$ cat config.mk
export PLATFORM = sky130hd
export DESIGN_NAME = serdes_tx_arbiter
export DESIGN_NICKNAME = d
export VERILOG_FILES = /design/src/rtl/serdes_k_pkg.sv /design/src/rtl/rr_arb2.sv /design/src/rtl/serdes_tx_arbiter.sv
export SDC_FILE = /design/constraint.sdc
export NUM_CORES = 1
export LEC_CHECK = 0
export CAP_MARGIN = 20
export CELL_PAD_IN_SITES_DETAIL_PLACEMENT = 0
export CELL_PAD_IN_SITES_GLOBAL_PLACEMENT = 1
export CORE_ASPECT_RATIO = 1.5
export CORE_MARGIN = 5
export CORE_UTILIZATION = 33
export DETAILED_ROUTE_END_ITERATION = 6
export PLACE_DENSITY_LB_ADDON = 0.1
export SLEW_MARGIN = 20
export SYNTH_ARGS = -nofsm -noshare
export SYNTH_HDL_FRONTEND = slang
export SYNTH_SLANG_ARGS = --single-unit
$ cat constraint.sdc
create_clock -name I_serdes_tx_clk -period 2.5 [get_ports I_serdes_tx_clk]
set_clock_uncertainty 0.15 [all_clocks]
set_input_delay 0.5 -clock I_serdes_tx_clk [delete_from_list [all_inputs] [get_ports I_serdes_tx_clk]]
set_output_delay 0.5 -clock I_serdes_tx_clk [all_outputs]
set_load 0.05 [all_outputs]
$ cat src/rtl/serdes_k_pkg.sv
// Shared constants for the SerDes TX lane: 8b/10b K-character codes, the
// fixed IDLE/EOF lane words, per-byte K-flag patterns and the frame
// scheduler state encoding.
package serdes_k_pkg;

  localparam logic [7:0] K28_5 = 8'hBC;  // comma
  localparam logic [7:0] K27_7 = 8'hFB;  // start of frame
  localparam logic [7:0] K29_7 = 8'hFD;  // end of frame

  // Lane words, low byte transmitted first.
  localparam logic [15:0] IdleWord = {8'h50, K28_5};
  localparam logic [15:0] EofWord  = {8'h00, K29_7};

  // Per-byte K flags, bit0 covers the low byte.
  localparam logic [1:0] KLow  = 2'b01;
  localparam logic [1:0] KNone = 2'b00;

  typedef enum logic [2:0] {
    StIdle,
    StSof,
    StData,
    StEof,
    StDrain
  } tx_state_e;

endpackage

$ cat src/rtl/rr_arb2.sv
// Two-request round-robin arbiter.
// Ports:
//   clk_i        - clock
//   rst_i        - asynchronous active-high reset
//   req_i[1:0]   - requests, bit0 = config, bit1 = user
//   update_i     - strobe: record grant_idx_i as the last granted source
//   grant_idx_i  - index of the source that owned the finished frame
//   gnt_o[1:0]   - one-hot combinational grant (00 when nothing requests)
// The last-granted index resets to user so that config wins the first tie.
module rr_arb2 (
  input  logic       clk_i,
  input  logic       rst_i,
  input  logic [1:0] req_i,
  input  logic       update_i,
  input  logic       grant_idx_i,
  output logic [1:0] gnt_o
);

  logic last_q;  // 1 = user granted last

  always_ff @(posedge clk_i or posedge rst_i) begin
    if (rst_i) begin
      last_q <= 1'b1;
    end else if (update_i) begin
      last_q <= grant_idx_i;
    end
  end

  always_comb begin
    gnt_o = 2'b00;
    unique case (req_i)
      2'b01:   gnt_o = 2'b01;
      2'b10:   gnt_o = 2'b10;
      2'b11:   gnt_o = last_q ? 2'b01 : 2'b10;
      default: gnt_o = 2'b00;
    endcase
  end

endmodule

$ cat src/rtl/serdes_tx_arbiter.sv
// Two-source frame scheduler for the 16-bit 8b/10b SerDes TX lane.
// Shares the lane between the config and user streams, wraps each frame in
// SOF/EOF K-words, keeps at least IDLE_GAP idle words between frames and
// fills every unused lane word with the comma idle word.
// Ports:
//   I_serdes_tx_clk              - lane clock (only clock)
//   I_rst                        - asynchronous active-high reset
//   I_cfg_valid/last/data        - config stream in, O_cfg_ready handshake
//   I_usr_valid/last/data        - user stream in, O_usr_ready handshake
//   O_serdes_data, O_data_is_k   - registered lane word and per-byte K flags
//   O_grant                      - registered one-hot frame owner {usr,cfg}
//   O_trunc                      - one-cycle pulse alongside a truncated EOF
module serdes_tx_arbiter
  import serdes_k_pkg::*;
#(
  parameter int unsigned IDLE_GAP = 2,
  parameter int unsigned MAX_LEN  = 256,
  parameter logic [7:0]  CFG_TYPE = 8'h01,
  parameter logic [7:0]  USR_TYPE = 8'h02
) (
  input  logic        I_serdes_tx_clk,
  input  logic        I_rst,
  input  logic        I_cfg_valid,
  input  logic        I_cfg_last,
  input  logic [15:0] I_cfg_data,
  output logic        O_cfg_ready,
  input  logic        I_usr_valid,
  input  logic        I_usr_last,
  input  logic [15:0] I_usr_data,
  output logic        O_usr_ready,
  output logic [15:0] O_serdes_data,
  output logic [1:0]  O_data_is_k,
  output logic [1:0]  O_grant,
  output logic        O_trunc
);

  localparam int unsigned LenW = $clog2(MAX_LEN + 1);
  localparam int unsigned GapW = $clog2(IDLE_GAP + 1);

  tx_state_e   state_q, state_d;
  logic [GapW-1:0] gap_cnt_q, gap_cnt_d, gap_inc;
  logic [LenW-1:0] len_cnt_q, len_cnt_d;
  logic        trunc_flag_q, trunc_flag_d;
  logic [1:0]  grant_q, grant_d;
  logic [15:0] data_q, data_d;
  logic [1:0]  is_k_q, is_k_d;
  logic        trunc_q, trunc_d;

  logic [1:0]  req, arb_gnt;
  logic        arb_update;
  logic        in_xfer, accept;
  logic        sel_valid, sel_last;
  logic [15:0] sel_data;

  assign req = {I_usr_valid, I_cfg_valid};

  rr_arb2 u_arb (
    .clk_i       (I_serdes_tx_clk),
    .rst_i       (I_rst),
    .req_i       (req),
    .update_i    (arb_update),
    .grant_idx_i (grant_q[1]),
    .gnt_o       (arb_gnt)
  );

  // Readies decode only registered state, never the incoming valids.
  assign in_xfer     = (state_q == StData) || (state_q == StDrain);
  assign O_cfg_ready = in_xfer & grant_q[0];
  assign O_usr_ready = in_xfer & grant_q[1];

  assign sel_valid = grant_q[1] ? I_usr_valid : I_cfg_valid;
  assign sel_last  = grant_q[1] ? I_usr_last  : I_cfg_last;
  assign sel_data  = grant_q[1] ? I_usr_data  : I_cfg_data;
  assign accept    = in_xfer & (|grant_q) & sel_valid;

  // Idle count including the idle word emitted this cycle, so a frame may
  // start as soon as exactly IDLE_GAP idle words separate EOF from SOF.
  assign gap_inc = (gap_cnt_q == GapW'(IDLE_GAP)) ? gap_cnt_q : gap_cnt_q + GapW'(1);

  always_comb begin
    state_d      = state_q;
    gap_cnt_d    = gap_cnt_q;
    len_cnt_d    = len_cnt_q;
    trunc_flag_d = trunc_flag_q;
    grant_d      = grant_q;
    data_d       = IdleWord;
    is_k_d       = KLow;
    trunc_d      = 1'b0;
    arb_update   = 1'b0;

    unique case (state_q)
      StIdle: begin
        gap_cnt_d = gap_inc;
        if ((gap_inc == GapW'(IDLE_GAP)) && (|req)) begin
          grant_d = arb_gnt;
          state_d = StSof;
        end
      end
      StSof: begin
        data_d       = {(grant_q[1] ? USR_TYPE : CFG_TYPE), K27_7};
        len_cnt_d    = '0;
        trunc_flag_d = 1'b0;
        state_d      = StData;
      end
      StData: begin
        // A stalled cycle falls through to the idle-word default.
        if (accept) begin
          data_d    = sel_data;
          is_k_d    = KNone;
          len_cnt_d = len_cnt_q + LenW'(1);
          if (sel_last) begin
            state_d = StEof;
          end else if (len_cnt_q == LenW'(MAX_LEN - 1)) begin
            state_d      = StEof;
            trunc_flag_d = 1'b1;
          end
        end
      end
      StEof: begin
        data_d     = EofWord;
        arb_update = 1'b1;
        gap_cnt_d  = '0;
        if (trunc_flag_q) begin
          trunc_d = 1'b1;
          state_d = StDrain;
        end else begin
          grant_d = 2'b00;
          state_d = StIdle;
        end
      end
      StDrain: begin
        // Swallow the tail of a truncated frame; the lane already idles.
        gap_cnt_d = gap_inc;
        if (accept && sel_last) begin
          grant_d = 2'b00;
          state_d = StIdle;
        end
      end
      default: begin
        grant_d = 2'b00;
        state_d = StIdle;
      end
    endcase
  end

  always_ff @(posedge I_serdes_tx_clk or posedge I_rst) begin
    if (I_rst) begin
      state_q      <= StIdle;
      gap_cnt_q    <= '0;
      len_cnt_q    <= '0;
      trunc_flag_q <= 1'b0;
      grant_q      <= 2'b00;
      data_q       <= IdleWord;
      is_k_q       <= KLow;
      trunc_q      <= 1'b0;
    end else begin
      state_q      <= state_d;
      gap_cnt_q    <= gap_cnt_d;
      len_cnt_q    <= len_cnt_d;
      trunc_flag_q <= trunc_flag_d;
      grant_q      <= grant_d;
      data_q       <= data_d;
      is_k_q       <= is_k_d;
      trunc_q      <= trunc_d;
    end
  end

  assign O_serdes_data = data_q;
  assign O_data_is_k   = is_k_q;
  assign O_grant       = grant_q;
  assign O_trunc       = trunc_q;

endmodule

**After elaboration in Yosys (flattened, before gate mapping)**

Cells that the tools add are included.
Widths: inputs -> output; s select.

- Add/sub/neg operators: 2
- Equality and inequality tests: 17
- Muxes and demuxes: 32
- Bitwise logic cells: 5
- Reduce and logical (&&, ||, !) cells: 14

Operator list:

| cell | number |
|---|---|
| $pmux 16 s3 | 1 |
| $mux 16 | 2 |
| $mux 3 | 6 |
| $pmux 9 s2 | 1 |
| $pmux 3 s5 | 1 |
| $mux 2 | 6 |
| $reduce_and 4->1 | 3 |
| $mux 1 | 10 |
| $add 9x1->9 const B | 1 |
| $eq 9x8->1 const B | 1 |
| $mux 9 | 1 |
| $eq 2x2->1 const B | 4 |
| $ne 2x2->1 const B | 4 |
| $pmux 2 s4 | 1 |
| $reduce_or 2->1 | 4 |
| $eq 3x2->1 const B | 2 |
| $pmux 2 s3 | 1 |
| $and 1x1->1 | 4 |
| $ne 2x1->1 const B | 2 |
| $pmux 2 s2 | 1 |
| $reduce_bool 2->1 | 2 |
| $eq 3x1->1 const B | 1 |
| $eq 3x3->1 const B | 1 |
| $logic_not 3->1 | 1 |
| other kinds (8) | 9 |

- Register bits after elaboration: 37
- Input bits: 38
- Output and inout port bits: 23
- Word-level logic and storage cells: 79

**Longest topological paths before layout**

- Word-level depth: 7
- Gate-level depth with buffers: 7
- Mapped depth without buffers: 7

**Cells and area by module**

A second synthesis with hierarchy kept.

- Cell total of the unflattened synthesis: 183
- Area, all modules: 1,808.0 µm²

Modules (own cells, without submodules):

| module | instances | cells each | area an instance (µm²) | seq. area each (µm²) |
|---|---|---|---|---|
| serdes_tx_arbiter | 1 | 176 | 1,750.4 | 885.8 |
| rr_arb2 | 1 | 7 | 57.6 | 26.3 |

**Worst setup path after synthesis**

Ideal clock, no wire load.

- Kind: register -> output
- From: reg grant_q[1], in the netlist O_grant[1]
- To: out O_usr_ready
- Arrival: 1.682 ns
- Required time: 1.850 ns
- Path slack: 0.168 ns
- Stages on the path, launching flop included: 5
- Buffers on the path: 3
- Path through: dfrtp_1 -> buf_2 -> buf_1 -> clkbuf_1 -> and2_1

- Longest elaborated chain between the ends: 1

Ends and longest elaborated chain:

| item | line | source |
|---|---|---|
| start, declared | serdes_tx_arbiter.sv:44 | `logic [1:0] grant_q, grant_d;` |
| start signal, assigned | serdes_tx_arbiter.sv:161 | `grant_q <= grant_d;` |
| $and 1x1->1 | serdes_tx_arbiter.sv:69 | `assign O_usr_ready = in_xfer & grant_q[1];` |
| end, declared | serdes_tx_arbiter.sv:30 | `output logic O_usr_ready,` |

No other way between the ends.

**Worst setup path after layout**

- From: reg data_q[4], in the netlist O_serdes_data[4]
- To: out O_serdes_data[4]

RTL lines:

| item | line | source |
|---|---|---|
| start, declared | serdes_tx_arbiter.sv:45 | `logic [15:0] data_q, data_d;` |
| start signal, assigned | serdes_tx_arbiter.sv:153 | `data_q <= IdleWord;` |
| start signal, assigned | serdes_tx_arbiter.sv:162 | `data_q <= data_d;` |
| end, declared | serdes_tx_arbiter.sv:31 | `output logic [15:0] O_serdes_data,` |

No word-level cell between the ends.

==> results_dict.tcl <==
set metrics [dict create \
    rsz0062_at_grt "false" \
    antenna_found_initial 0 \
    relSlewSlack_pct 60.7 \
    die_w_um 70.0 \
    min_path_cells 2 \
    drc 0 \
    grt_pass1_wl_um 7070 \
    r2r_start "state_q[2]$_DFFE_PP0P_" \
    critPathBufInv 1 \
    timing.final.crit_share_pct 90.6 \
    critPathLaunchType "flip-flop" \
    setup_tns_ns 0 \
    p_comb_share_pct 49.0 \
    p_per_area_nw_per_um2 991 \
    crit_required_ns 1.85 \
    ios 61 \
    coreArea_um2 5200 \
    grt_max_degree 37 \
    port_buffers 59 \
    status "finished clean" \
    cts_tree "done" \
    hpwl_um 3380 \
    holdBufCountCts 0 \
    clkSinkCount 36 \
    register_area_um2 912 \
    drv_slew 0 \
    hold_path_class "flip-flop to flip-flop" \
    worstPathArrival_ns 1.61 \
    syn_area_per_cell_um2 9.88 \
    wl_um 4370 \
    die_h_um 99.9 \
    ys_ff_latch 36 \
    p_clk_share_pct 19.8 \
    core.rowCount 32 \
    worst-path-max-fanout 1 \
    fmax_mhz 442 \
    seq_power_share_pct 31.2 \
    rr_worst_depth 5 \
    clock_path_buffers 2 \
    cts_resized 0 \
    cp_top_family "buffers and inverters" \
    synth_cell_types 42 \
    clk_latency_ns 0.29 \
    avgViaCountPerCell 4.90 \
    gp_congestion 0.833 \
    drtPass1Iterations 4 \
    layout-drive-gt1-share_pct 16.0 \
    dieArea_um2 6990 \
    synth_area_leaders "dfrtp_1 (38%), dfstp_2 (13%), mux2i_1 (6.8%)" \
    endpoint_kind "output port" \
    netSwitchingPower_mw 1.04 \
    netlist_area_um2 1780 \
    htreeDepth 2 \
    synth_edf_count 0 \
    diodes 0 \
    cap_violations 0 \
    worstSetupPathType "flip-flop to output port" \
    worst_pin_slew_ns 0.582 \
    slowest_stage "clkdlybuf4s50_1" \
    yosysTopAreaCell "dfrtp_1" \
    peakVddDrop_uv 531 \
    synth_seq_area_share_pct 51.3 \
    yosysWarnings 0 \
    globalRouteTotalUtil_pct 12.8 \
    post_drt_wl_per_cell_um 14.0 \
    root_buffer "clkbuf_8" \
    clk_pin_slew_ns 0.07 \
    start_util_pct 34.2 \
    syn2layout_area_growth_pct 46.5 \
    slowest_delay_ns 0.81 \
    reg2reg_to "len_cnt_q[6]$_DFFE_PP0P_" \
    multi_input_area_um2 776 \
    post-route-min-period_ns 2.26 \
    path_cells "clkdlybuf4s50_1" \
    gr-total-overflow 0 \
    fill_cells 539 \
    hp-start "len_cnt_q[8]$_DFFE_PP0P_" \
    synthArstFlopShare_pct 100 \
    swShare_pct 40.3 \
    finalHoldViolCount 0 \
    p_int_mw 1.54 \
    syn_inst 180 \
    synthesis.nets 221 \
    leakagePower_nw 1.10 \
    antenna_left 0 \
    first_iter_violations 49 \
    whs_ns 0.356 \
    post-cts-setup-buffer-count 0 \
    hold_path_end "len_cnt_q[8]$_DFFE_PP0P_" \
    grt_pass1_vias 1563 \
    final_cell_mix "clkdlybuf4s50_1 (56), dfrtp_1 (27), nand2_1 (23)" \
    synth_top_area_share_pct 38.0 \
    mostFrequentLayoutCell "clkdlybuf4s50_1" \
    routed-via-count 1528 \
    r2r_slack_ns 0.59 \
    nNetsFinal 284 \
    yosys_most_used_dff "dfrtp_1" \
    setup_viol 0 \
    cts_buffers 5 \
]
==> through the flow <==
step / power, mW / instances / setup slack [ns] / util [%] / cell area [um2]
6_report: 2.58 / 312 / 0.236 / 50.1 / 2610
5_1_grt: 2.75 / 312 / 0.188 / 50.1 / 2610
4_1_cts: 2.63 / 312 / 0.209 / 50.1 / 2610
3_5_place_dp: 2.11 / 304 / 0.0566 / 47.9 / 2490
3_3_place_gp: 2.08 / 304 / 0.111 / 47.9 / 2490
2_1_floorplan: 1.68 / 180 / 0.168 / - / 1780
==> cells in the mapped netlist (all sizes together), types with 2 or more instances <==
cell type   n
xnor2       3
clkbuf      5
o22ai       2
or2         3
a21oi      10
nand2b      5
a221oi      2
nand3       9
nor2       11
dfstp       9
mux2        4
o211ai      2
dfrtp      27
o21ai       8
o31ai       2
nand2      23
or4         2
inv         7
nor3        5
and2        2
ha          3
buf         8
mux2i      12
and3        3
==> layer usage <==
metal  up-vias  GRT usage (%)  share of wire [%]
li1        750              -                  -
met1       722           13.7                 38
met2        48           22.8                 53
met3         8           4.61                7.3
met4         0           5.16                1.7
met5         -              0                  0
==> worst reg2reg max path, cell delays in order (launching register included) <==
cell	delay (ns)
dfrtp_1	0.38
or3b_1	0.38
a21oi_2	0.16
inv_2	0.11
or4_1	0.51
a21oi_1	0.15
==> final cells by class <==
type,count,share of cell area [%]
clock buffer,5,2.64
clock inverter,3,1.63
inverter,7,1.01
multi-input combinational,124,29.8
sequential,36,35.0
tap,68,3.26
timing repair buffer,69,26.7
==> power by group through the flow <==
stage                     Sequential [mW]  Combinational [mW]  Clock, mW
after global routing                0.824                1.37      0.554
after detailed placement            0.821                1.28          0
after global placement              0.816                1.26          0
after CTS                           0.810                1.29      0.534
after floorplan                      1.10               0.582          0
final                               0.807                1.27      0.511
==> state kept, by name, summed over array words and instances (netlist names) <==
name           count
len_cnt_q          9
O_serdes_data     16
gap_cnt_q          2
state_q            3
trunc_flag_q       1
O_data_is_k        1
O_grant            2
u_arb.last_q       1
O_trunc            1
==> worst max path at each step <==
| stage | slack (ns) | startpoint | to | cells after the start |
|---|---|---|---|---|
| after floorplan | 0.17 | O_grant[1]$_DFFE_PP0P_ | O_usr_ready | 4 |
| after global placement | 0.11 | I_cfg_valid | len_cnt_q[6]$_DFFE_PP0P_ | 6 |
| after detailed placement | 0.06 | I_cfg_valid | len_cnt_q[6]$_DFFE_PP0P_ | 6 |
| after CTS | 0.21 | O_serdes_data[4]$_DFF_PP1_ | O_serdes_data[4] | 1 |
| after global routing | 0.19 | O_serdes_data[4]$_DFF_PP1_ | O_serdes_data[4] | 1 |
| final | 0.24 | O_serdes_data[4]$_DFF_PP1_ | O_serdes_data[4] | 1 |
==> cell families (layout without fill, tap and decap cells) <==
| kind of cell | after synthesis | count (layout) | synth area share [%] |
|---|---|---|---|
| compound gates | 33 | 33 | 11.7 |
| xor+xnor | 3 | 3 | 1.48 |
| fa+ha+maj | 3 | 3 | 2.11 |
| buf+inv | 20 | 84 | 5.13 |
| flops | 36 | 36 | 51.3 |
| mux | 16 | 16 | 9.28 |
| other cells | 1 | 1 | 0.211 |
| simple gates | 68 | 68 | 18.8 |
Power figures use the tool's default switching activity.
